**config.mk**
```make
export PLATFORM = sky130hd
export DESIGN_NAME = mips_multicycle_ctrl
export DESIGN_NICKNAME = d
export VERILOG_FILES = /design/src/rtl/mips_pkg.sv /design/src/rtl/mips_alu_decode.sv /design/src/rtl/mips_multicycle_ctrl.sv
export SDC_FILE = /design/constraint.sdc
export NUM_CORES = 1
export LEC_CHECK = 0
export BUFFER_PORTS_ARGS = -buffer_cell sky130_fd_sc_hd__clkbuf_2
export CAP_MARGIN = 40
export CORE_MARGIN = 5
export CORE_UTILIZATION = 25
export CTS_BUF_LIST = sky130_fd_sc_hd__clkbuf_2 sky130_fd_sc_hd__clkbuf_4 sky130_fd_sc_hd__clkbuf_8
export CTS_CLUSTER_DIAMETER = 120
export CTS_CLUSTER_SIZE = 14
export DETAILED_ROUTE_END_ITERATION = 8
export GPL_TIMING_DRIVEN = 1
export SETUP_SLACK_MARGIN = 0.15
export SYNTH_ARGS = -nofsm -noshare
export SYNTH_HDL_FRONTEND = slang
export SYNTH_SLANG_ARGS = --single-unit
```
**constraint.sdc**
```tcl
create_clock -name clk -period 1.94 [get_ports clk]
set_clock_uncertainty 0.15 [all_clocks]
set_input_delay 0.194 -clock clk [delete_from_list [all_inputs] [get_ports clk]]
set_output_delay 0.194 -clock clk [all_outputs]
set_load 0.02 [all_outputs]
```
**src/rtl/mips_pkg.sv**
```systemverilog
// rtl/mips_pkg.sv - shared encodings for the multicycle MIPS control path
package mips_pkg;

    typedef enum logic [3:0] {
        S_FETCH     = 4'd0,
        S_DECODE    = 4'd1,
        S_MEM_ADDR  = 4'd2,
        S_MEM_READ  = 4'd3,
        S_MEM_WB    = 4'd4,
        S_MEM_WRITE = 4'd5,
        S_EXEC_R    = 4'd6,
        S_R_WB      = 4'd7,
        S_BRANCH    = 4'd8,
        S_JUMP      = 4'd9
    } state_t;

    // ALU Ctrl codes
    localparam logic [2:0] ALU_ADD = 3'b000;
    localparam logic [2:0] ALU_LW  = 3'b001;
    localparam logic [2:0] ALU_SW  = 3'b010;
    localparam logic [2:0] ALU_AND = 3'b011;
    localparam logic [2:0] ALU_NOR = 3'b100;
    localparam logic [2:0] ALU_SLL = 3'b101;
    localparam logic [2:0] ALU_BEQ = 3'b110;
    localparam logic [2:0] ALU_SLT = 3'b111;

    // Opcodes
    localparam logic [5:0] OP_RTYPE = 6'h00;
    localparam logic [5:0] OP_LW    = 6'h23;
    localparam logic [5:0] OP_SW    = 6'h2B;
    localparam logic [5:0] OP_BEQ   = 6'h04;
    localparam logic [5:0] OP_J     = 6'h02;

    // R-type funct codes
    localparam logic [5:0] FN_ADD = 6'h20;
    localparam logic [5:0] FN_AND = 6'h24;
    localparam logic [5:0] FN_NOR = 6'h27;
    localparam logic [5:0] FN_SLT = 6'h2A;
    localparam logic [5:0] FN_SLL = 6'h00;

    // ALU In1 selects
    localparam logic [1:0] SRC_A_PC   = 2'b00;
    localparam logic [1:0] SRC_A_REGA = 2'b01;
    localparam logic [1:0] SRC_A_REGB = 2'b10;

    // ALU In2 selects
    localparam logic [2:0] SRC_B_REGB    = 3'b000;
    localparam logic [2:0] SRC_B_FOUR    = 3'b001;
    localparam logic [2:0] SRC_B_IMM     = 3'b010;
    localparam logic [2:0] SRC_B_IMM_SH2 = 3'b011;
    localparam logic [2:0] SRC_B_SHAMT   = 3'b100;

    // PC sources
    localparam logic [1:0] PC_SRC_ALU    = 2'b00;
    localparam logic [1:0] PC_SRC_ALUOUT = 2'b01;
    localparam logic [1:0] PC_SRC_JUMP   = 2'b10;

    function automatic logic is_mem_op(input logic [5:0] op);
        return (op == OP_LW) || (op == OP_SW);
    endfunction

endpackage

```
**src/rtl/mips_alu_decode.sv**
```systemverilog
// rtl/mips_alu_decode.sv - ALU Ctrl selection and instruction legality check
module mips_alu_decode
    import mips_pkg::*;
(
    input  logic [5:0] opcode,
    input  logic [5:0] funct,
    input  state_t     state,
    output logic [2:0] alu_ctrl,
    output logic       legal
);

    logic [2:0] funct_ctrl;
    logic       funct_legal;

    // Map the R-type funct field onto an ALU operation
    always_comb begin
        funct_ctrl  = ALU_ADD;
        funct_legal = 1'b1;
        case (funct)
            FN_ADD:  funct_ctrl = ALU_ADD;
            FN_AND:  funct_ctrl = ALU_AND;
            FN_NOR:  funct_ctrl = ALU_NOR;
            FN_SLT:  funct_ctrl = ALU_SLT;
            FN_SLL:  funct_ctrl = ALU_SLL;
            default: funct_legal = 1'b0;
        endcase
    end

    // Opcode legality; R-type is only legal with a supported funct
    always_comb begin
        legal = 1'b0;
        case (opcode)
            OP_RTYPE:                 legal = funct_legal;
            OP_LW, OP_SW, OP_BEQ, OP_J: legal = 1'b1;
            default:                  legal = 1'b0;
        endcase
    end

    // ALU operation depends on which step of the instruction is running
    always_comb begin
        alu_ctrl = ALU_ADD;
        case (state)
            S_MEM_ADDR: alu_ctrl = (opcode == OP_SW) ? ALU_SW : ALU_LW;
            S_EXEC_R:   alu_ctrl = funct_ctrl;
            S_BRANCH:   alu_ctrl = ALU_BEQ;
            default:    alu_ctrl = ALU_ADD;
        endcase
    end

endmodule

```
**src/rtl/mips_multicycle_ctrl.sv**
```systemverilog
// rtl/mips_multicycle_ctrl.sv - multicycle MIPS control FSM
module mips_multicycle_ctrl
    import mips_pkg::*;
(
    input  logic       clk,
    input  logic       reset,
    input  logic [5:0] opcode,
    input  logic [5:0] funct,
    input  logic       alu_zero,
    input  logic       mem_ready,
    output logic       mem_read,
    output logic       mem_write,
    output logic       iord,
    output logic       ir_write,
    output logic       pc_write,
    output logic [1:0] pc_source,
    output logic       reg_write,
    output logic       reg_dst,
    output logic       mem_to_reg,
    output logic [1:0] alu_src_a,
    output logic [2:0] alu_src_b,
    output logic [2:0] alu_ctrl,
    output logic       instr_done,
    output logic       illegal_op,
    output logic [3:0] state
);

    state_t     state_q;
    state_t     state_d;
    logic [2:0] dec_alu_ctrl;
    logic       dec_legal;

    mips_alu_decode u_alu_decode (
        .opcode   (opcode),
        .funct    (funct),
        .state    (state_q),
        .alu_ctrl (dec_alu_ctrl),
        .legal    (dec_legal)
    );

    // State register; reset always lands on FETCH
    always_ff @(posedge clk) begin
        if (reset) begin
            state_q <= S_FETCH;
        end else begin
            state_q <= state_d;
        end
    end

    assign state = reset ? 4'd0 : state_q;

    // Next-state and strobe decode; everything is held low during reset so an
    // abandoned instruction cannot write anything in the reset cycle
    always_comb begin
        state_d    = S_FETCH;
        mem_read   = 1'b0;
        mem_write  = 1'b0;
        iord       = 1'b0;
        ir_write   = 1'b0;
        pc_write   = 1'b0;
        pc_source  = PC_SRC_ALU;
        reg_write  = 1'b0;
        reg_dst    = 1'b0;
        mem_to_reg = 1'b0;
        alu_src_a  = SRC_A_PC;
        alu_src_b  = SRC_B_REGB;
        alu_ctrl   = ALU_ADD;
        instr_done = 1'b0;
        illegal_op = 1'b0;

        if (!reset) begin
            case (state_q)
                S_FETCH: begin
                    mem_read  = 1'b1;
                    alu_src_a = SRC_A_PC;
                    alu_src_b = SRC_B_FOUR;
                    alu_ctrl  = dec_alu_ctrl;
                    if (mem_ready) begin
                        ir_write  = 1'b1;
                        pc_write  = 1'b1;
                        pc_source = PC_SRC_ALU;
                        state_d   = S_DECODE;
                    end else begin
                        state_d   = S_FETCH;
                    end
                end

                S_DECODE: begin
                    // Branch target is computed speculatively into ALUOut
                    alu_src_a = SRC_A_PC;
                    alu_src_b = SRC_B_IMM_SH2;
                    alu_ctrl  = dec_alu_ctrl;
                    if (!dec_legal) begin
                        illegal_op = 1'b1;
                        state_d    = S_FETCH;
                    end else if (is_mem_op(opcode)) begin
                        state_d = S_MEM_ADDR;
                    end else if (opcode == OP_RTYPE) begin
                        state_d = S_EXEC_R;
                    end else if (opcode == OP_BEQ) begin
                        state_d = S_BRANCH;
                    end else begin
                        state_d = S_JUMP;
                    end
                end

                S_MEM_ADDR: begin
                    alu_src_a = SRC_A_REGA;
                    alu_src_b = SRC_B_IMM;
                    alu_ctrl  = dec_alu_ctrl;
                    state_d   = (opcode == OP_SW) ? S_MEM_WRITE : S_MEM_READ;
                end

                S_MEM_READ: begin
                    mem_read = 1'b1;
                    iord     = 1'b1;
                    state_d  = mem_ready ? S_MEM_WB : S_MEM_READ;
                end

                S_MEM_WB: begin
                    reg_write  = 1'b1;
                    reg_dst    = 1'b0;
                    mem_to_reg = 1'b1;
                    instr_done = 1'b1;
                    state_d    = S_FETCH;
                end

                S_MEM_WRITE: begin
                    mem_write = 1'b1;
                    iord      = 1'b1;
                    if (mem_ready) begin
                        instr_done = 1'b1;
                        state_d    = S_FETCH;
                    end else begin
                        state_d    = S_MEM_WRITE;
                    end
                end

                S_EXEC_R: begin
                    alu_ctrl = dec_alu_ctrl;
                    // sll shifts rt by shamt, so both operands change source
                    if (funct == FN_SLL) begin
                        alu_src_a = SRC_A_REGB;
                        alu_src_b = SRC_B_SHAMT;
                    end else begin
                        alu_src_a = SRC_A_REGA;
                        alu_src_b = SRC_B_REGB;
                    end
                    state_d = S_R_WB;
                end

                S_R_WB: begin
                    reg_write  = 1'b1;
                    reg_dst    = 1'b1;
                    mem_to_reg = 1'b0;
                    instr_done = 1'b1;
                    state_d    = S_FETCH;
                end

                S_BRANCH: begin
                    alu_src_a  = SRC_A_REGA;
                    alu_src_b  = SRC_B_REGB;
                    alu_ctrl   = dec_alu_ctrl;
                    pc_source  = PC_SRC_ALUOUT;
                    pc_write   = alu_zero;
                    instr_done = 1'b1;
                    state_d    = S_FETCH;
                end

                S_JUMP: begin
                    pc_source  = PC_SRC_JUMP;
                    pc_write   = 1'b1;
                    instr_done = 1'b1;
                    state_d    = S_FETCH;
                end

                default: begin
                    state_d = S_FETCH;
                end
            endcase
        end
    end

endmodule

```
==> impl_metrics.ini <==
[run_status]
status = complete, but fails checks
violations = negative setup slack

[worst_setup_path]
arrival_ns = 1.62
path_buf_inv = 2
path_max_fanout = 2
critical-path-slowest-cell = or4_4
critPathMaxStageDelay_ns = 0.55
cp_top_family = compound AO/OA/AOI/OAI gates
required_ns = 1.60
rr_endpoint = state_q[2]
r2r_setup_slack_ns = 0.30
reg2reg_from = state_q[1]
endpoint_kind = primary output
worstPathCellList = buf_6 > or4_4 > a2111oi_4 > a21oi_2 > o21a_1 > clkbuf_8
worstSetupStartpointType = input port
crit_type = in -> out
r2r.worst_path.cells = 5
path_depth = 6

[yosys]
synthFlopType = dfxtp_1
ys_seq_area_share_pct = 10.3
ys_warn_count = 0
ys_ff_latch = 4
avgSynthCellArea_um2 = 6.79
syn_nets = 131
synthesis.area_um2 = 781
ys_types = 41
ys_async_sr_fraction_pct = 0
synthCells = 115
synth_edf_count = 0

[placed_design]
gp_congestion = 0.775
post-place-ws_ns = -0.0530
hpwl_um = 2090
io_buffers = 39

[sta]
fin_ws_ns = -0.0286
slew_headroom_pct = 75.5
final-setup-viol-count = 1
whs_ns = 0.137
fin_crit_sh_pct = 101
drv_slew = 0
min_period_ns = 1.97
grt_setup_unrepaired = true
hold_viol_final = 0
worstMarginPinSlew_ns = 0.365
fmax_mhz = 508

[grt]
antenna_found_initial = 0
grt_overflow = 0
grt_max_degree = 17
grt_usage_pct = 13.4
grt_pass1_wl_um = 4710
grt_pass1_vias = 1070

[floorplan]
die_w_um = 65.9
coreArea_um2 = 3030
die_area_um2 = 4340
start_util_pct = 25.8
ios = 40
std_cell_rows = 20
die_h_um = 65.9

[pwr]
total_power_uw = 354
p_leak_nw = 0.656
ir_drop_v = 0.000240
power_density_nw_per_um2 = 220

[clock_network]
clock_path_buffers = 2
cts_buffers = 3
numClockSinks = 4
cts-root-buf = clkbuf_4
clock_latency_ns = 0.24
cts_tree = yes
htreeDepth = 1
clkTransAtPathRegs_ns = 0.04

[routing]
firstDrtPassIters = 4
routed_via_density = 5.21
drc_errors = 0
postRouteAntennaNets = 0
wl_per_cell_um = 14.9
dr_total_vias = 1156
drt_first_iter_violations = 48
wl_um = 3310

[job]
drv_cap = 0

[layout]
top_regs = state_q (4)
nets = 196
diodes = 0
largest_reg_flops = 4
top_register = state_q
area_growth_pct = 106
drive_above_1_share_pct = 64.6

[hold_path]
hold_path_class = in -> reg
hold_depth = 3
min_to = state_q[3]
hold_start = opcode[3]
## cells in the mapped netlist (all sizes together) (3+ instances only)
library cell	n	area share [%]
o21ai	8	5.1
nand3b	4	3.8
nor3	6	3.8
nor4b	5	5.6
a21boi	3	2.9
nor2	12	5.8
xnor2	3	3.4
nor4	3	2.4
nand2b	7	5.6
nand3	3	1.9
nand2	6	2.9
dfxtp	4	10
a21oi	5	3.7
nor2b	8	6.4
clkbuf	8	3.8
or4	3	3.4
## cells in the final DEF, fill, tap and decap left out, types with 3 or more instances in the layout
cell type,Yosys,layout
nand3_1,3,3
buf_4,0,25
a21oi_2,1,4
nand2_1,6,4
buf_6,0,12
nand3b_1,4,4
o21ai_0,7,4
buf_2,0,5
nor4b_4,0,3
o21ai_2,0,3
nand2b_1,7,5
nor2_2,0,4
dfxtp_4,0,4
nor3_1,6,4
clkbuf_8,0,3
nor2_1,12,6
clkbuf_4,0,3
clkbuf_2,0,21
nor2b_1,8,5
## metrics by stage
step	utilization (%)	instances	setup TNS, ns	cell area, um2
3_3_place_gp	38.6	207	-0.0540	1170
4_1_cts	45.3	215	-0.000286	1370
6_report	53.2	222	-0.0286	1610
5_1_grt	53.2	222	-0.215	1610
2_1_floorplan	-	115	0	823
3_5_place_dp	38.6	207	-0.0806	1170
## cell type report
class                   count  area, um2
clock buffers               3       22.5
fillers                   267       1420
inverters                   2       7.51
multi-input cells         101        897
flip-flops and latches      4       95.1
well taps                  44       55.1
repair buffers             68        534
## worst min-delay path: stages
cell and delay, ns:
clkbuf_2 0.10, or3_1 0.14, nor3_1 0.06
## worst max path at each step
stage | to | startpoint | slack [ns]
CTS | illegal_op | opcode[0] | -0.0003
detailed placement | state_q[2] | funct[1] | -0.05
global placement | illegal_op | funct[1] | -0.03
floorplan | alu_src_a[1] | funct[1] | 0.11
global route | illegal_op | opcode[1] | -0.09
finish | illegal_op | opcode[1] | -0.03
## layer usage
layer	vias to the layer above	part of all wire, %	wire length (um)	GRT usage, %
met3	7	4.8	160	3.74
met1	560	37	1230	14.4
met4	0	1.4	48	2.85
met5	-	0	0	0
li1	563	-	-	-
met2	26	56	1870	25.7
## logic make-up (layout without fill, tap and decap cells)
group | Yosys count | in the layout | share of synthesized area (%)
xor gates and xnor gates | 3 | 3 | 3.37
DFF | 4 | 4 | 10.3
and+or+nand+nor | 70 | 70 | 55.0
AOI/OAI and AO/OA | 28 | 28 | 26.6
buffers and inverters | 10 | 73 | 4.81
## timing repair
action	in CTS	in global routing
pin swaps	6	10
gates resized for setup	40	52
buffers inserted	5	6
setup endpoints to repair	18	17
hold buffers	0	0
cloned	0	1
## where the power goes
| part | switching (mW) | leakage [nW] | internal [mW] | total, mW |
|---|---|---|---|---|
| Clock | 0.0381 | 0.0138 | 0.0694 | 0.108 |
| Combinational | 0.0841 | 0.606 | 0.0774 | 0.162 |
| Sequential | 0.00564 | 0.0355 | 0.0796 | 0.0852 |
| Total | 0.128 | 0.656 | 0.226 | 0.354 |
No activity file was read; power rests on OpenSTA's default activity.
